File: src/rtl/pixel_stream_sink_if.sv
// Pixel stream (renderer -> sink) and framebuffer write bus (sink -> framebuffer).
// The master modport is the environment side; the slave modport is the sink.
interface pixel_stream_sink_if #(
  parameter int unsigned ADDR_WIDTH = 19
);
  logic                  valid;
  logic                  ready;
  logic [7:0]            r;
  logic [7:0]            g;
  logic [7:0]            b;
  logic                  first;
  logic                  last_x;
  logic                  last_y;
  logic                  wr_en;
  logic                  wr_ready;
  logic [ADDR_WIDTH-1:0] wr_addr;
  logic [23:0]           wr_data;

  modport master (
    output valid, r, g, b, first, last_x, last_y, wr_ready,
    input  ready, wr_en, wr_addr, wr_data
  );

  modport slave (
    input  valid, r, g, b, first, last_x, last_y, wr_ready,
    output ready, wr_en, wr_addr, wr_data
  );
endinterface

File: src/rtl/pixel_stream_sink.sv
// Pixel stream sink: checks frame framing, turns accepted pixels into framebuffer writes via a FIFO.
// Optional FRAME_CHECKSUM_EN keeps a per-frame sum of the written pixel data.
module pixel_stream_sink #(
  parameter int unsigned X_RES      = 640,
  parameter int unsigned Y_RES      = 480,
  parameter int unsigned FIFO_DEPTH = 4,
  parameter int unsigned ADDR_WIDTH = 19
) (
  input  logic                 clk,
  input  logic                 reset,
  pixel_stream_sink_if.slave   bus,
  output logic                 frame_done,
  output logic                 err_pulse,
  output logic [7:0]           err_count,
  output logic [15:0]          frame_count,
  output logic [23:0]          frame_checksum
);

  localparam int unsigned XW = (X_RES > 1) ? $clog2(X_RES) : 1;
  localparam int unsigned YW = (Y_RES > 1) ? $clog2(Y_RES) : 1;
  localparam int unsigned IW = $clog2(FIFO_DEPTH);
  localparam int unsigned PW = IW + 1;
  localparam int unsigned EW = ADDR_WIDTH + 24;
  // Flags expected on pixel (0,0); only non-zero for degenerate 1-wide / 1-tall frames.
  localparam logic SOF_LX = (X_RES == 1);
  localparam logic SOF_LY = (X_RES == 1) && (Y_RES == 1);

  typedef enum logic {WAIT_SOF, IN_FRAME} state_e;

  state_e                state_q, state_d;
  logic [XW-1:0]         x_q, x_d;
  logic [YW-1:0]         y_q, y_d;
  logic [ADDR_WIDTH-1:0] addr_q, addr_d;
  logic [EW-1:0]         mem_q [FIFO_DEPTH];
  logic [EW-1:0]         mem_d [FIFO_DEPTH];
  logic [PW-1:0]         wr_ptr_q, wr_ptr_d;
  logic [PW-1:0]         rd_ptr_q, rd_ptr_d;
  logic                  ready_q, ready_d;
  logic                  wr_en_q, wr_en_d;
  logic [ADDR_WIDTH-1:0] wr_addr_q, wr_addr_d;
  logic [23:0]           wr_data_q, wr_data_d;
  logic                  done_q, done_d;
  logic                  err_q, err_d;
  logic [7:0]            err_cnt_q, err_cnt_d;
  logic [15:0]           frame_cnt_q, frame_cnt_d;

  logic [23:0]           beat;
  logic                  accept;
  logic                  pop;
  logic                  push;
  logic                  adv;
  logic                  exp_first;
  logic                  exp_lx;
  logic                  exp_ly;
  logic [XW-1:0]         base_x;
  logic [YW-1:0]         base_y;
  logic [ADDR_WIDTH-1:0] base_addr;
  logic [PW-1:0]         count_d;

  assign beat      = {bus.b, bus.g, bus.r};
  assign accept    = bus.valid && ready_q;
  assign pop       = wr_en_q && bus.wr_ready;
  assign exp_first = (x_q == '0) && (y_q == '0);
  assign exp_lx    = (x_q == XW'(X_RES - 1));
  assign exp_ly    = exp_lx && (y_q == YW'(Y_RES - 1));

  // Framing FSM and position tracking; base_* is the position the pushed beat occupies.
  always_comb begin
    state_d     = state_q;
    x_d         = x_q;
    y_d         = y_q;
    addr_d      = addr_q;
    err_cnt_d   = err_cnt_q;
    frame_cnt_d = frame_cnt_q;
    push        = 1'b0;
    adv         = 1'b0;
    base_x      = x_q;
    base_y      = y_q;
    base_addr   = addr_q;
    done_d      = 1'b0;
    err_d       = 1'b0;

    case (state_q)
      WAIT_SOF: begin
        if (accept && bus.first) begin
          push      = 1'b1;
          adv       = 1'b1;
          base_x    = '0;
          base_y    = '0;
          base_addr = '0;
          state_d   = IN_FRAME;
          if (SOF_LY && bus.last_y && (bus.last_x == SOF_LX)) begin
            done_d  = 1'b1;
            state_d = WAIT_SOF;
          end
        end
      end
      IN_FRAME: begin
        if (accept) begin
          if (bus.first && !exp_first) begin
            // Early start-of-frame: resynchronise on it rather than dropping it.
            err_d     = 1'b1;
            push      = 1'b1;
            adv       = 1'b1;
            base_x    = '0;
            base_y    = '0;
            base_addr = '0;
          end else if ((bus.first == exp_first) && (bus.last_x == exp_lx) &&
                       (bus.last_y == exp_ly)) begin
            push = 1'b1;
            adv  = 1'b1;
            if (exp_ly) begin
              done_d  = 1'b1;
              state_d = WAIT_SOF;
            end
          end else begin
            err_d   = 1'b1;
            state_d = WAIT_SOF;
          end
        end
      end
      default: state_d = WAIT_SOF;
    endcase

    if (adv) begin
      if (base_x == XW'(X_RES - 1)) begin
        x_d = '0;
        y_d = (base_y == YW'(Y_RES - 1)) ? '0 : base_y + YW'(1);
      end else begin
        x_d = base_x + XW'(1);
        y_d = base_y;
      end
      addr_d = base_addr + ADDR_WIDTH'(1);
    end

    if (done_d) frame_cnt_d = frame_cnt_q + 16'd1;
    if (err_d && (err_cnt_q != 8'hFF)) err_cnt_d = err_cnt_q + 8'd1;
  end

  // Write FIFO; ready and the show-ahead head are registered from the next-cycle state.
  always_comb begin
    mem_d = mem_q;
    if (push) mem_d[wr_ptr_q[IW-1:0]] = {base_addr, beat};
    wr_ptr_d               = wr_ptr_q + PW'(push);
    rd_ptr_d               = rd_ptr_q + PW'(pop);
    count_d                = wr_ptr_d - rd_ptr_d;
    ready_d                = (count_d != PW'(FIFO_DEPTH));
    wr_en_d                = (count_d != '0);
    {wr_addr_d, wr_data_d} = mem_d[rd_ptr_d[IW-1:0]];
  end

  always_ff @(posedge clk) begin
    if (!reset) begin
      state_q     <= WAIT_SOF;
      x_q         <= '0;
      y_q         <= '0;
      addr_q      <= '0;
      wr_ptr_q    <= '0;
      rd_ptr_q    <= '0;
      ready_q     <= 1'b0;
      wr_en_q     <= 1'b0;
      wr_addr_q   <= '0;
      wr_data_q   <= '0;
      done_q      <= 1'b0;
      err_q       <= 1'b0;
      err_cnt_q   <= '0;
      frame_cnt_q <= '0;
      for (int i = 0; i < int'(FIFO_DEPTH); i++) mem_q[i] <= '0;
    end else begin
      state_q     <= state_d;
      x_q         <= x_d;
      y_q         <= y_d;
      addr_q      <= addr_d;
      wr_ptr_q    <= wr_ptr_d;
      rd_ptr_q    <= rd_ptr_d;
      ready_q     <= ready_d;
      wr_en_q     <= wr_en_d;
      wr_addr_q   <= wr_addr_d;
      wr_data_q   <= wr_data_d;
      done_q      <= done_d;
      err_q       <= err_d;
      err_cnt_q   <= err_cnt_d;
      frame_cnt_q <= frame_cnt_d;
      for (int i = 0; i < int'(FIFO_DEPTH); i++) mem_q[i] <= mem_d[i];
    end
  end

`ifdef FRAME_CHECKSUM_EN
  logic [23:0] sum_q, sum_d;
  logic [23:0] checksum_q, checksum_d;

  // Every pushed beat carrying first=1 opens a frame, so it restarts the sum.
  always_comb begin
    sum_d      = sum_q;
    checksum_d = checksum_q;
    if (push) sum_d = bus.first ? beat : sum_q + beat;
    if (done_d) checksum_d = sum_d;
  end

  always_ff @(posedge clk) begin
    if (!reset) begin
      sum_q      <= '0;
      checksum_q <= '0;
    end else begin
      sum_q      <= sum_d;
      checksum_q <= checksum_d;
    end
  end

  assign frame_checksum = checksum_q;
`else
  assign frame_checksum = '0;
`endif

  assign bus.ready   = ready_q;
  assign bus.wr_en   = wr_en_q;
  assign bus.wr_addr = wr_addr_q;
  assign bus.wr_data = wr_data_q;
  assign frame_done  = done_q;
  assign err_pulse   = err_q;
  assign err_count   = err_cnt_q;
  assign frame_count = frame_cnt_q;

endmodule

File: src/flat_wrapper.sv
// flat-port wrapper written by rule: the top's interface ports become plain ports
module pixel_stream_sink_flat 
#(
  parameter int unsigned X_RES      = 640,
  parameter int unsigned Y_RES      = 480,
  parameter int unsigned FIFO_DEPTH = 4,
  parameter int unsigned ADDR_WIDTH = 19
)
  (clk, reset, frame_done, err_pulse, err_count, frame_count, frame_checksum, bus_valid, bus_r, bus_g, bus_b, bus_first, bus_last_x, bus_last_y, bus_wr_ready, bus_ready, bus_wr_en, bus_wr_addr, bus_wr_data);
  pixel_stream_sink_if #(.ADDR_WIDTH(ADDR_WIDTH)) bus_i ();
  input  logic clk;
  input  logic reset;
  output logic frame_done;
  output logic err_pulse;
  output logic [7:0] err_count;
  output logic [15:0] frame_count;
  output logic [23:0] frame_checksum;
  input wire logic [$bits(bus_i.valid)-1:0] bus_valid;
  input wire logic [$bits(bus_i.r)-1:0] bus_r;
  input wire logic [$bits(bus_i.g)-1:0] bus_g;
  input wire logic [$bits(bus_i.b)-1:0] bus_b;
  input wire logic [$bits(bus_i.first)-1:0] bus_first;
  input wire logic [$bits(bus_i.last_x)-1:0] bus_last_x;
  input wire logic [$bits(bus_i.last_y)-1:0] bus_last_y;
  input wire logic [$bits(bus_i.wr_ready)-1:0] bus_wr_ready;
  output wire logic [$bits(bus_i.ready)-1:0] bus_ready;
  output wire logic [$bits(bus_i.wr_en)-1:0] bus_wr_en;
  output wire logic [$bits(bus_i.wr_addr)-1:0] bus_wr_addr;
  output wire logic [$bits(bus_i.wr_data)-1:0] bus_wr_data;
  assign bus_i.valid = bus_valid;
  assign bus_i.r = bus_r;
  assign bus_i.g = bus_g;
  assign bus_i.b = bus_b;
  assign bus_i.first = bus_first;
  assign bus_i.last_x = bus_last_x;
  assign bus_i.last_y = bus_last_y;
  assign bus_i.wr_ready = bus_wr_ready;
  assign bus_ready = bus_i.ready;
  assign bus_wr_en = bus_i.wr_en;
  assign bus_wr_addr = bus_i.wr_addr;
  assign bus_wr_data = bus_i.wr_data;
  pixel_stream_sink #(.X_RES(X_RES), .Y_RES(Y_RES), .FIFO_DEPTH(FIFO_DEPTH), .ADDR_WIDTH(ADDR_WIDTH)) u_core (.clk(clk), .reset(reset), .bus(bus_i), .frame_done(frame_done), .err_pulse(err_pulse), .err_count(err_count), .frame_count(frame_count), .frame_checksum(frame_checksum));
endmodule
File: config.mk
export PLATFORM = sky130hd
export DESIGN_NAME = pixel_stream_sink_flat
export DESIGN_NICKNAME = d
export VERILOG_FILES = /design/src/rtl/pixel_stream_sink_if.sv /design/src/rtl/pixel_stream_sink.sv /design/src/flat_wrapper.sv
export SDC_FILE = /design/constraint.sdc
export NUM_CORES = 1
export LEC_CHECK = 0
export CAP_MARGIN = 40
export CORE_MARGIN = 2
export CORE_UTILIZATION = 55
export CTS_CLUSTER_SIZE = 28
export DETAILED_ROUTE_END_ITERATION = 10
export GPL_ROUTABILITY_DRIVEN = 0
export PLACE_DENSITY = 0.76
export SKIP_LAST_GASP = 1
export SLEW_MARGIN = 15
export SYNTH_ARGS = -nofsm -noshare
export SYNTH_HDL_FRONTEND = slang
export SYNTH_SLANG_ARGS = --single-unit
File: constraint.sdc
create_clock -name clk -period 9.3 [get_ports clk]
set_input_delay 0.93 -clock clk [delete_from_list [all_inputs] [get_ports clk]]
set_output_delay 0.93 -clock clk [all_outputs]
set_load 0.05 [all_outputs]
==> run_results.csv <==
group,metric,value,unit
clocking,clock-sinks,288,
setup_path,startpoint_type,"flop",
final_layout,drive_above_1_share,6.681,%
sta,fin_crit,4.235,ns
setup_path,arrival,4.65,ns
setup_path,crit_path_max_fanout,25,
synthesis,synth.distinct_cells,62,
setup_path,worst-r2r-setup-slack,5.06,ns
min_path,hp-class,"reg2reg",
pwr,clkPwrFrac,43.4,%
final_layout,final_nets,1382,
global_route,grt_usage,24.07,%
sta,worstMarginPinSlew,0.8718,ns
pwr,p_comb_share,12.4,%
routing,firstDrtPassIters,5,
place,dpl.cell_count,1588,
die,die_area,23180,sq um
sta,final-setup-viol-count,0,
routing,num_vias,9710,
die,start_util,55.73,%
min_path,min_path_cells,2,
pwr,switching_share,26.25,%
global_route,grt_pass1_vias,9329,
sta,fin_ws,5.065,ns
synthesis,synth_seq_area_share,47.70,%
clocking,cts_tree,"done",
clocking,clock_latency,0.57,ns
pwr,sequentialPowerShare,44.2,%
routing,wl_per_cell,17.61,um
final_layout,final_cells,1642,
synthesis,synth_area,12090,sq um
sta,fin_crit_sh,45.54,%
place,portBuffers,101,
pwr,switchingPower,0.7549,mW
sta,slew_viol_final,0,
routing,drc,0,
pwr,peakVddDrop,0.2135,mV
setup_path,crit_type,"reg2reg",
setup_path,r2r_start,"u_core.x_q[4]",
routing,vias_per_cell,5.914,
die,row_count,54,
clocking,clockBufferDepth,3,
min_path,hold-path-endpoint,"u_core.mem_q[171]",
synthesis,ys_async_sr_fraction,0,%
clocking,clockRootBuffer,"clkbuf_16",
final_layout,area_growth,17.74,%
pwr,power_density,202.1,nW/um^2
setup_path,rr_endpoint,"u_core.bus.ready",
global_route,grt_max_degree,106,
synthesis,yosysWarningCount,0,
synthesis,syn_inst,1280,
die,ios,126,
sta,setup_tns,0,ns
run,drv_cap,0,
place,place_hpwl,17430,um
synthesis,avgSynthCellArea,9.444,sq um
sta,hold_viol,0,
pwr,intPower,2.121,mW
die,fp.dieH,152.3,um
global_route,antenna_found_initial,0,
routing,drt-initial-drc-count,541,
global_route,grt_remaining_overflow,0,
sta,grt_setup_unrepaired,"no",
final_layout,diodes,0,
sta,finClkSkew,0.01792,ns
status,status,"finished clean",
sta,worst_slew_margin_rel,41.88,%
clocking,cts_buffers,29,
global_route,grt_pass1_wl,47240,um
clocking,cts_resized,0,
routing,routed_wl,28910,um
pwr,p_leak,6.036,nW
clocking,cts_setup_buffers,0,
synthesis,synth_ff_type,"dfxtp_1",
clocking,htreeDepth,1,
clocking,clkTransAtPathRegs,0.07,ns
setup_path,critPathCaptureType,"flop",
routing,drtAntennaViolNets,0,
min_path,min_from,"u_core.mem_q[171]",
die,core_area,21690,sq um
synthesis,ys_seq_elements,288,
clocking,cts_hold_buf,0,
sta,fmax,236.1,MHz
final_layout,fin_util,65.62,%
setup_path,critPathLaunch,"u_core.x_q[4]",
synthesis,synth_edf_count,0,
place,post-place-ws,4.747,ns
setup_path,rr_worst_depth,18,
die,dieWidth,152.3,um
setup_path,crit_required,9.71,ns
[cell usage after synthesis (all sizes together) (18+ instances only)]
| master | instances | area [sq um] |
|---|---|---|
| clkbuf | 66 | 247.7 |
| and2 | 26 | 162.7 |
| a21o | 25 | 187.7 |
| nand4 | 20 | 125.1 |
| nand3 | 18 | 95.09 |
| nand2 | 69 | 259.0 |
| a22oi | 65 | 488.0 |
| o21ai | 24 | 120.1 |
| o22ai | 28 | 175.2 |
| a21oi | 25 | 125.1 |
| mux2i | 129 | 1291 |
| buf | 50 | 316.6 |
| nor2 | 217 | 814.5 |
| xor2 | 20 | 175.2 |
| dfxtp | 288 | 5766 |
| o221ai | 18 | 157.7 |
| xnor2 | 18 | 157.7 |
[final cells by class]
| class | count | area, sq um |
|---|---|---|
| Inverter | 15 | 61.31 |
| Clock buffer | 36 | 802.0 |
| Multi-Input combinational cell | 884 | 5814 |
| Sequential cell | 288 | 5766 |
| Fill cell | 1747 | 7456 |
| Clock inverter | 18 | 237.7 |
| Tap cell | 280 | 350.3 |
| Timing Repair Buffer | 121 | 1201 |
[registers in the layout, summed over array words and instances, names as in the netlist]
name	cells
u_core.bus.wr_addr	19
u_core.bus.wr_en	1
u_core.bus.ready	1
u_core.wr_ptr_q	3
u_core.y_q	9
u_core.rd_ptr_q	3
u_core.bus.wr_data	24
u_core.x_q	10
u_core.err_pulse	1
u_core.frame_count	16
u_core.mem_q	172
u_core.addr_q	19
u_core.err_count	8
u_core.state_q	1
u_core.frame_done	1
[worst max-delay path, stage by stage, from the launching register on]
cell and delay (ns):
dfxtp_1 0.36, nor4_1 0.32, nand2_1 0.08, nor4_1 0.18, nand3_1 0.15, ha_1 0.49
nand2_1 0.11, or2_2 0.41, a21oi_1 0.16, buf_4 0.30, nor2_1 0.15, inv_1 0.15
ha_1 0.17, ha_1 0.23, ha_1 0.19, nand2b_1 0.15, xnor2_1 0.20, xnor2_1 0.16
a31oi_1 0.11
[per-layer routing]
layer  GRT usage, %  share of wire (%)  wire (um)
met1          31.97                 44      12720
met2          41.21                 48      13940
met3          3.896                5.8       1689
met4          5.830                1.9        563
met5              0                  0          0
[kinds of logic (layout without fill, tap and decap cells)]
| kind of cell | count (synthesis) | count (layout) | share of synthesized area, % |
|---|---|---|---|
| muxes | 131 | 131 | 10.87 |
| AOI/OAI and AO/OA | 253 | 253 | 15.88 |
| other | 1 | 24 | 0.03102 |
| and+or+nand+nor | 426 | 426 | 16.40 |
| buffers and inverters | 131 | 190 | 5.134 |
| DFF | 288 | 288 | 47.70 |
| xor gates and xnor gates | 38 | 38 | 2.753 |
| adders and majority gates | 12 | 12 | 1.242 |
[stage by stage]
stage / instance area, sq um / hold slack (ns) / power (mW)
6_report: 14230 / 0.4710 / 2.876
5_1_grt: 14230 / 0.5089 / 2.966
4_1_cts: 14230 / 0.4663 / 2.891
3_5_place_dp: 13190 / 0.4579 / 1.650
3_3_place_gp: 13140 / 0.4485 / 1.645
2_1_floorplan: 12170 / 0.4404 / 1.550
[worst max path at each step]
stage / end / slack, ns / cells past startpoint
2_1_floorplan: u_core.y_q[7] / 5.36 / 19
3_3_place_gp: u_core.bus.ready / 4.91 / 15
3_5_place_dp: u_core.bus.ready / 4.75 / 15
4_1_cts: u_core.bus.ready / 5.06 / 18
5_1_grt: u_core.y_q[7] / 4.78 / 16
6_report: u_core.bus.ready / 5.06 / 18
[cells in the final DEF (no fill, tap or decap), types with 4 or more instances in the layout]
| cell | n |
|---|---|
| xor2_1 | 20 |
| o211ai_1 | 11 |
| o22a_1 | 11 |
| and2_1 | 25 |
| and3_1 | 16 |
| xnor2_1 | 18 |
| a22oi_1 | 65 |
| clkinv_2 | 10 |
| nand3_1 | 17 |
| dfxtp_1 | 288 |
| nor4_1 | 10 |
| nand4_1 | 20 |
| inv_1 | 14 |
| nor2_1 | 216 |
| a21oi_1 | 24 |
| a31oi_1 | 6 |
| o22ai_1 | 28 |
| clkbuf_8 | 5 |
| nand2b_1 | 8 |
| nand2_1 | 69 |
| o21ai_0 | 23 |
| bufinv_16 | 5 |
| nor3_1 | 6 |
| a21o_1 | 25 |
| clkdlybuf4s50_1 | 101 |
| mux2i_1 | 129 |
| o221ai_1 | 18 |
| a211oi_1 | 4 |
| clkbuf_16 | 29 |
| a2111oi_4 | 4 |
| conb_1 | 24 |
| and4_1 | 7 |
| or3_1 | 11 |
| ha_1 | 12 |
| o2111a_1 | 4 |
| a2bb2oi_1 | 8 |
| buf_4 | 18 |
[power by group through the flow]
| stage | sequential [mW] | clock [mW] | combinational (mW) |
|---|---|---|---|
| global route | 1.27 | 1.32 | 0.373 |
| floorplan | 1.33 | 0 | 0.216 |
| finish | 1.27 | 1.25 | 0.357 |
| detailed placement | 1.30 | 0 | 0.353 |
| CTS | 1.27 | 1.27 | 0.354 |
| global placement | 1.30 | 0 | 0.348 |
Note: power is estimated with default switching activity, not from simulation.
